===== src/rtl/cpu_pkg.sv =====
`default_nettype none
// ============================================================================
// Module  : cpu_pkg
// Purpose : Shared CPU datapath types: register address, data word and the
//           {hb, lb} byte-lane enable used by the register-write interface.
// Revision: 1.0 - initial release
// ============================================================================
package cpu_pkg;

    localparam int NUM_REGS = 16;
    localparam int ADDR_W   = 4;
    localparam int DATA_W   = 16;

    typedef logic [ADDR_W-1:0] reg_addr_t;
    typedef logic [DATA_W-1:0] word_t;

    // Bit 1 = high byte [15:8], bit 0 = low byte [7:0]
    typedef logic [1:0] lane_en_t;

    localparam lane_en_t LANE_NONE = 2'b00;
    localparam lane_en_t LANE_LO   = 2'b01;
    localparam lane_en_t LANE_HI   = 2'b10;
    localparam lane_en_t LANE_BOTH = 2'b11;

endpackage : cpu_pkg
`default_nettype wire


===== src/rtl/rf_lane_merge.sv =====
`default_nettype none
// ============================================================================
// Module  : rf_lane_merge
// Purpose : Byte-lane merge: strobed lanes take the new word, the rest keep
//           the old word. Used by both the array write and the read bypass.
// Revision: 1.0 - initial release
// ============================================================================
module rf_lane_merge
    import cpu_pkg::*;
(
    input  word_t    i_old_word,
    input  word_t    i_new_word,
    input  lane_en_t i_lane_en,
    output word_t    o_merged
);

    assign o_merged[15:8] = i_lane_en[1] ? i_new_word[15:8] : i_old_word[15:8];
    assign o_merged[7:0]  = i_lane_en[0] ? i_new_word[7:0]  : i_old_word[7:0];

endmodule : rf_lane_merge
`default_nettype wire


===== src/rtl/reg_file.sv =====
`default_nettype none
// ============================================================================
// Module  : reg_file
// Purpose : 16 x 16-bit architectural register file with byte-lane writes,
//           two registered read ports and a combinational debug port.
//           Define REGFILE_BYPASS_EN to forward same-edge writes to reads.
// Revision: 1.0 - initial release
// ============================================================================
module reg_file
    import cpu_pkg::*;
#(
    parameter int NUM_REGS = cpu_pkg::NUM_REGS,
    parameter int DATA_W   = 16,    // byte lanes are fixed at [15:8]/[7:0]
    parameter bit ZERO_R0  = 1'b0
) (
    input  logic              clk,
    input  logic              rst,
    input  reg_addr_t         regDest,
    input  logic [DATA_W-1:0] dataIn,
    input  logic              we,
    input  logic              hb,
    input  logic              lb,
    input  logic              rdEn,
    input  reg_addr_t         rdAddrA,
    input  reg_addr_t         rdAddrB,
    output logic [DATA_W-1:0] rdDataA,
    output logic [DATA_W-1:0] rdDataB,
    input  reg_addr_t         dbgAddr,
    output logic [DATA_W-1:0] dbgData
);

    localparam int c_NUM_PORTS = 2;

    word_t     r_regs    [NUM_REGS];
    word_t     r_rd_word [c_NUM_PORTS];
    reg_addr_t w_rd_addr [c_NUM_PORTS];

    logic      w_drop;
    lane_en_t  w_wr_lanes;
    word_t     w_wr_word;

    // A write to r0 is squashed to no lanes so the bypass never sees it either
    assign w_drop     = ZERO_R0 && (regDest == '0);
    assign w_wr_lanes = (we && !w_drop) ? {hb, lb} : LANE_NONE;

    rf_lane_merge u_wr_merge (
        .i_old_word (r_regs[regDest]),
        .i_new_word (dataIn),
        .i_lane_en  (w_wr_lanes),
        .o_merged   (w_wr_word)
    );

    always_ff @(posedge clk) begin
        if (rst) begin
            for (int i = 0; i < NUM_REGS; i++) begin
                r_regs[i] <= '0;
            end
        end else if (w_wr_lanes != LANE_NONE) begin
            r_regs[regDest] <= w_wr_word;
        end
    end

    assign w_rd_addr[0] = rdAddrA;
    assign w_rd_addr[1] = rdAddrB;

    for (genvar p = 0; p < c_NUM_PORTS; p++) begin : g_rd_port
        word_t w_arr_word;
        word_t w_next_word;

        assign w_arr_word = (ZERO_R0 && (w_rd_addr[p] == '0)) ? '0 : r_regs[w_rd_addr[p]];

`ifdef REGFILE_BYPASS_EN
        // w_wr_word is the merged value that regDest is about to commit
        logic w_bypass;
        assign w_bypass    = (w_wr_lanes != LANE_NONE) && (w_rd_addr[p] == regDest);
        assign w_next_word = w_bypass ? w_wr_word : w_arr_word;
`else
        assign w_next_word = w_arr_word;
`endif

        always_ff @(posedge clk) begin
            if (rst) begin
                r_rd_word[p] <= '0;
            end else if (rdEn) begin
                r_rd_word[p] <= w_next_word;
            end
        end
    end

    assign rdDataA = r_rd_word[0];
    assign rdDataB = r_rd_word[1];
    assign dbgData = (ZERO_R0 && (dbgAddr == '0)) ? '0 : r_regs[dbgAddr];

endmodule : reg_file
`default_nettype wire

===== config.mk =====
export PLATFORM = sky130hd
export DESIGN_NAME = reg_file
export DESIGN_NICKNAME = d
export VERILOG_FILES = /design/src/rtl/cpu_pkg.sv /design/src/rtl/rf_lane_merge.sv /design/src/rtl/reg_file.sv
export SDC_FILE = /design/constraint.sdc
export NUM_CORES = 1
export LEC_CHECK = 0
export BUFFER_PORTS_ARGS = -buffer_cell sky130_fd_sc_hd__buf_2
export CAP_MARGIN = 5
export CORE_MARGIN = 8
export CORE_UTILIZATION = 35
export CTS_BUF_LIST = sky130_fd_sc_hd__clkbuf_4 sky130_fd_sc_hd__clkbuf_8 sky130_fd_sc_hd__clkbuf_16
export DETAILED_ROUTE_END_ITERATION = 12
export GPL_ROUTABILITY_DRIVEN = 1
export SYNTH_ARGS = -nofsm -noshare
export SYNTH_HDL_FRONTEND = slang
export SYNTH_SLANG_ARGS = --single-unit
export TNS_END_PERCENT = 1

===== constraint.sdc =====
create_clock -name clk -period 2.4 [get_ports clk]
set_clock_uncertainty 0.05 [all_clocks]
set_input_delay 0.48 -clock clk [delete_from_list [all_inputs] [get_ports clk]]
set_output_delay 0.48 -clock clk [all_outputs]
set_load 0.05 [all_outputs]

==> run summary, run 1 <==
Status = complete, but fails checks
Failing checks = setup timing
Routed len/inst = 26.3 microns
Slew headroom = 39.3%
WP depth = 4
Vias in the first global route = 11,700
DR pass1 iterations = 8
Reg-to-Reg End = r_rd_word[1][15]
Dpl cell area = 18,700 sq um
Synth Cell Area = 17,100 sq um
Vias post-DR = 12,000
Critical path destination = dbgData[15]
Clk slew on worst S/H paths = 0.07 ns
Port Buf Inserts = 85
Die Area = 56,100 sq um
Critical-path top delay cell = mux4_2
Detailed Route WL = 54,500 microns
TritonCTS Buffers = 30
Cell count after synthesis = 1,299
Slew @ Worst Pin = 0.911 ns
DRT iter0 DRCs = 1,684
Worst min path class = input port to flip-flop
Endpoints failing setup = 16
Fill count = 4,400
Share of cells above drive strength 1 = 27.9%
Final Cycle Share = 109%
Crit path max fanout = 3
Nets = 1,470
Post-synth ARST share = 0%
Number of synthesized flops with an enable pin = 288
Antenna Nets Post-Route = 0
Hold slack = 0.352 ns
R2r setup slk = 0.65 ns
Core area = 48,500 sq um
Largest net degree at the start of global routing = 45
Post-route cell area = 20,000 sq um
Pre-CTS setup slack = -0.147 ns
CTS sink cnt = 288
Met1 global-route usage = 27.2%
Layout area overhead = 16.9%
Post-DP HPWL = 40,400 microns
MaxCap Viol Count = 0
Critical path, cell by cell = mux4_2, a22oi_2, nand2_2, buf_8
CP endpoint kind = output port
Cell family with most CP delay = multiplexers
Die width = 237 microns
Slew Limit Fails = 0
FMAX = 384 MHz
Final Worst Setup Slack = -0.208 ns
Row count = 81
H-Tree Depth = 1
Critical path buffer and inverter count = 1
Placer Congestion = 0.895
Synth Register Bits = 288
Clk buf depth = 3
I/O pin cnt = 86
Most frequent cells in the layout = edfxtp_1, and2_1, mux2i_1, a22oi_1, buf_4
Synth Area per Inst = 13.1 sq um
Final hold violations = 0
Root Driver = clkbuf_16
VDD IR-drop max = 0.000492 V
Syn nets = 1,337
Hold_buf cts = 0
Routed vias/inst = 5.80
Setup CP Type = flip-flop to output port
GR peak layer = met2
Post-Layout Cell Count = 2,077
Grt ovf = 0
Setup Total Neg Slack = -2.60 ns
Crit-path max cell delay = 0.52 ns
Leakage power = 7.66 nW
Placed cells = 2,003
Crit. Startpoint = r_regs[11][15]
Ys Warns = 0
Grt met3 use = 4.78%
Initial Util = 35.2%
Cells on worst reg2reg path = 4
Post-layout min period = 2.61 ns
TritonCTS clock tree = done
Total track usage = 18.8%
Worst EP arrival = 2.08 ns
PD cells = 640 nW/um^2
Count of different cell masters after synthesis = 24
Setup crit start kind = flip-flop
Reg-to-Reg Start = r_regs[0][15]
Post-synthesis sequential area ratio = 50.6%
Core Util, Final = 41.1%
RSZ-0062 raised after global routing = true
Die height = 237 microns
Most common cell after layout, fill and taps aside = edfxtp_1
Grt met2 use = 27.5%
Worst-Skew Late Latency = 0.58 ns
Initial antenna violation count = 7
CP Data Required Time = 1.87 ns
First-pass GRT wire length = 80,100 microns
Overall power = 12.8 mW
Commonest register cell after synthesis = edfxtp_1
Remaining DRCs = 0
==> power breakdown <==
group          switching, mW  internal [mW]  leakage (nW)  total, mW
Combinational           1.26          0.869          4.41       2.13
Sequential             0.288           5.84          2.79       6.13
Clock                   2.03           2.49         0.458       4.52
Total                   3.58           9.20          7.66       12.8
==> kinds of logic after synthesis <==
family / synth area share [%]
simple gates: 15.8
buf+inv: 3.37
compound gates: 6.21
flops: 50.6
mux: 24.0
==> registers in the layout, indices dropped and copies added (netlist names) <==
name	flops
r_rd_word	32
r_regs	256
==> cell usage after synthesis (6+ instances only) <==
master    count  area (sq um)
buf_4        17           128
or2_2        34           213
a22oi_1     124           931
nand2b_1     29           181
mux2i_1     190          1900
buf_1         6          22.5
nor2_1       38           143
nand2_1      54           203
o21ai_0      10          50.1
buf_2        16          80.1
and2_1      260          1630
nor2b_1      12          75.1
nand3_1      47           235
buf_6        13           146
mux4_2       97          2180
clkbuf_1     49           184
edfxtp_1    288          8650
==> routing by layer <==
layer	vias to the layer above	share of wire (%)
li1	5208	-
met1	5964	44
met2	762	42
met3	100	11
met4	10	2.6
met5	-	0.13
==> layout make-up <==
type / instances / area (sq um) / area share [%]
Timing Repair Buffer: 203 / 1660 / 8.31
Antenna cell: 1 / 2.50 / 0.0125
Tap cell: 622 / 778 / 3.90
Clock buffer: 34 / 798 / 4.00
Multi-Input combinational cell: 909 / 7940 / 39.8
Clock inverter: 20 / 139 / 0.695
Sequential cell: 288 / 8650 / 43.3
==> worst min-delay path by stage <==
| stage | from | end | slack, ns | cells past startpoint |
|---|---|---|---|---|
| finish | dataIn[11] | r_regs[10][11] | 0.35 | 2 |
| global placement | r_regs[12][13] | r_rd_word[0][13] | 0.82 | 4 |
| detailed placement | r_regs[9][11] | r_rd_word[0][11] | 0.82 | 4 |
| global route | dataIn[15] | r_regs[10][15] | 0.38 | 2 |
| CTS | dataIn[11] | r_regs[10][11] | 0.33 | 2 |
| floorplan | dataIn[15] | r_regs[0][15] | 0.63 | 1 |
==> repair_timing <==
| action | in CTS | in global routing |
|---|---|---|
| pin swaps | 13 | 7 |
| setup endpoints to repair | 16 | 16 |
| gates resized for setup | 44 | 9 |
| setup buffers | 17 | 2 |
Note: power is estimated with default switching activity, not from simulation.
==> run 2: changes to the inputs <==
--- a/config.mk
+++ b/config.mk
@@ -7,11 +7,14 @@
 export LEC_CHECK = 0
 export BUFFER_PORTS_ARGS = -buffer_cell sky130_fd_sc_hd__buf_2
 export CAP_MARGIN = 5
+export CORE_ASPECT_RATIO = 0.6
 export CORE_MARGIN = 8
 export CORE_UTILIZATION = 35
 export CTS_BUF_LIST = sky130_fd_sc_hd__clkbuf_4 sky130_fd_sc_hd__clkbuf_8 sky130_fd_sc_hd__clkbuf_16
 export DETAILED_ROUTE_END_ITERATION = 12
 export GPL_ROUTABILITY_DRIVEN = 1
+export MAX_ROUTING_LAYER = met4
+export REMOVE_ABC_BUFFERS = 1
 export SYNTH_ARGS = -nofsm -noshare
 export SYNTH_HDL_FRONTEND = slang
 export SYNTH_SLANG_ARGS = --single-unit
==> run 2 against run 1 <==
Net effect:
- the flow still finishes with violations (setup timing)
- critical endpoint is now dbgData[2]
- cell area is 1.2% higher
- final cell count is 1.8% higher
- non-clock buffer count is 14 higher
- setup slack worse by 0.0065 ns
- maximum frequency is 0.25% lower
- critical path type unchanged
- via count is 5.8% higher
- clock-buffer cell count is 1 lower
- critical path depth stayed put
- register-to-register slack worse by 0.16 ns
- sequential power hardly changed
- core utilization is 0.93 points higher
==> run summary, run 2 (synthesis gave the netlist of run 1 again) <==
Pre-CTS setup slack = -0.182 ns (was -0.147 ns)
Core Util, Final = 42.1% (was 41.1%)
Critical path buffer and inverter count = 1 (unchanged)
Hold slack = 0.408 ns (was 0.352 ns)
Critical path, cell by cell = mux4_2, a22oi_2, nand2_2, buf_6 (was mux4_2, a22oi_2, nand2_2, buf_8)
I/O pin cnt = 86 (unchanged)
Clk slew on worst S/H paths = 0.07 ns (about the same)
Layout area overhead = 18.3% (was 16.9%)
Final Cycle Share = 109% (about the same)
Die height = 187 microns (was 237 microns)
Setup CP Type = flip-flop to output port (unchanged)
Largest net degree at the start of global routing = 36 (was 45)
Row count = 62 (was 81)
Post-route cell area = 20,200 sq um (was 20,000 sq um)
Crit. Startpoint = r_regs[11][2] (was r_regs[11][15])
PD cells = 649 nW/um^2 (was 640 nW/um^2)
Met2 wire length = 24,500 microns (was 23,100 microns)
FMAX = 383 MHz (was 384 MHz)
Final hold violations = 0 (unchanged)
Nets = 1,485 (was 1,470)
VDD IR-drop max = 0.000466 V (was 0.000492 V)
Slew @ Worst Pin = 0.576 ns (was 0.911 ns)
TritonCTS Buffers = 31 (was 30)
Die Area = 56,300 sq um (was 56,100 sq um)
First-pass GRT wire length = 91,500 microns (was 80,100 microns)
Worst EP arrival = 2.08 ns (about the same)
Total track usage = 22.8% (was 18.8%)
Hold Crit Start = dataIn[9] (was dataIn[11])
Placer Congestion = 0.970 (was 0.895)
Max reg flops = 256 (unchanged)
CP Data Required Time = 1.87 ns (about the same)
Crit-path max cell delay = 0.54 ns (was 0.52 ns)
Hold_buf cts = 0 (unchanged)
Reg-to-Reg Start = r_regs[7][1] (was r_regs[0][15])
Leakage power = 7.74 nW (was 7.66 nW)
Top reg by flops = r_regs (unchanged)
Cell family with most CP delay = multiplexers (unchanged)
Final Worst Setup Slack = -0.214 ns (was -0.208 ns)
Status = complete, but fails checks (unchanged)
Dpl cell area = 18,800 sq um (was 18,700 sq um)
DRT iter0 DRCs = 1,801 (was 1,684)
CP endpoint kind = output port (unchanged)
H-Tree Depth = 1 (unchanged)
Slew headroom = 61.6% (was 39.3%)
Port Buf Inserts = 85 (unchanged)
Worst min path class = input port to flip-flop (unchanged)
DR pass1 iterations = 7 (was 8)
Routed vias/inst = 6.03 (was 5.80)
RSZ-0062 raised after global routing = true (unchanged)
Largest regs = r_regs x256, r_rd_word x32 (unchanged)
TritonCTS clock tree = done (unchanged)
Vias in the first global route = 12,000 (was 11,700)
Setup Total Neg Slack = -2.70 ns (was -2.60 ns)
Setup crit start kind = flip-flop (unchanged)
Most common cell after layout, fill and taps aside = edfxtp_1 (unchanged)
Initial Util = 35.6% (was 35.2%)
Critical-path top delay cell = mux4_2 (unchanged)
Core area = 48,000 sq um (was 48,500 sq um)
Most frequent cells in the layout = edfxtp_1, and2_1, mux2i_1, buf_4, a22oi_1 (was edfxtp_1, and2_1, mux2i_1, a22oi_1, buf_4)
Met3 routed WL = 9410 microns (was 6020 microns)
Post-DP HPWL = 47,200 microns (was 40,400 microns)
Slew Limit Fails = 0 (unchanged)
Clk buf depth = 3 (unchanged)
Remaining DRCs = 0 (unchanged)
Die width = 301 microns (was 237 microns)
Crit path max fanout = 2 (was 3)
Post-layout min period = 2.61 ns (about the same)
Grt ovf = 0 (unchanged)
Failing checks = setup timing (unchanged)
Antenna Nets Post-Route = 0 (unchanged)
DR top layer = met4 (was met5)
Root Driver = clkbuf_16 (unchanged)
CTS sink cnt = 288 (unchanged)
Initial antenna violation count = 2 (was 7)
Placed cells = 2,027 (was 2,003)
Endpoints failing setup = 16 (unchanged)
Share of cells above drive strength 1 = 29.7% (was 27.9%)
Routed len/inst = 30.6 microns (was 26.3 microns)
Vias post-DR = 12,700 (was 12,000)
Detailed Route WL = 64,800 microns (was 54,500 microns)
Post-Layout Cell Count = 2,114 (was 2,077)
Wl on met1 = 29,200 microns (was 23,900 microns)
Worst-Skew Late Latency = 0.58 ns (about the same)
Overall power = 13.1 mW (was 12.8 mW)
MaxCap Viol Count = 0 (unchanged)
==> run 2: changes by cell type in the layout (fill, tap and decap cells not counted), moves of 3 or more <==
cell        delta
buf_4         +13
a22oi_1        -9
a22oi_2        +9
clkinv_1       -5
clkinv_2       +4
diode_2        +4
clkinvlp_4     +3
==> run 2: per-layer routing <==
layer	up-vias	GRT usage, %
li1	5252	-
met1	6465	34.3
met2	915	28.2
met3	112	8.50
met4	0	5.06
met5	-	-
==> run 2: worst paths after layout <==
check             cells past startpoint  slack, ns               to
setup reg to reg                      5       0.49  r_rd_word[1][1]
hold reg to reg                       4       0.81  r_rd_word[0][5]
setup / recovery                      4      -0.21       dbgData[2]
hold / removal                        2       0.41     r_regs[1][9]
==> run 2: worst register-to-register path: cells and delay by family (launching register included) <==
| kind | cells | cell delay (ns) |
|---|---|---|
| compound gates | 1 | 0.10 |
| buf+inv | 1 | 0.20 |
| flops | 1 | 0.51 |
| mux | 1 | 0.48 |
| simple gates | 2 | 0.34 |
==> run 2: final cells by class <==
type	count	area [sq um]
Clock buffer	33	791
Fill cell	4399	27800
Clock inverter	22	184
Sequential cell	288	8650
Timing Repair Buffer	217	1770
Multi-Input combinational cell	909	7990
Antenna cell	5	12.5
Tap cell	640	801
==> run 2: repair_timing <==
item / CTS / global route
endpoints found under the setup margin: 16 / 16
setup buffers: 23 / 4
resized for setup: 44 / 18
pin swaps: 12 / 8
==> run 2: power by group <==
part	internal [mW]	switching (mW)
sequential	5.84	0.313
clock	2.60	2.09
combinational	0.888	1.37
total	9.33	3.78
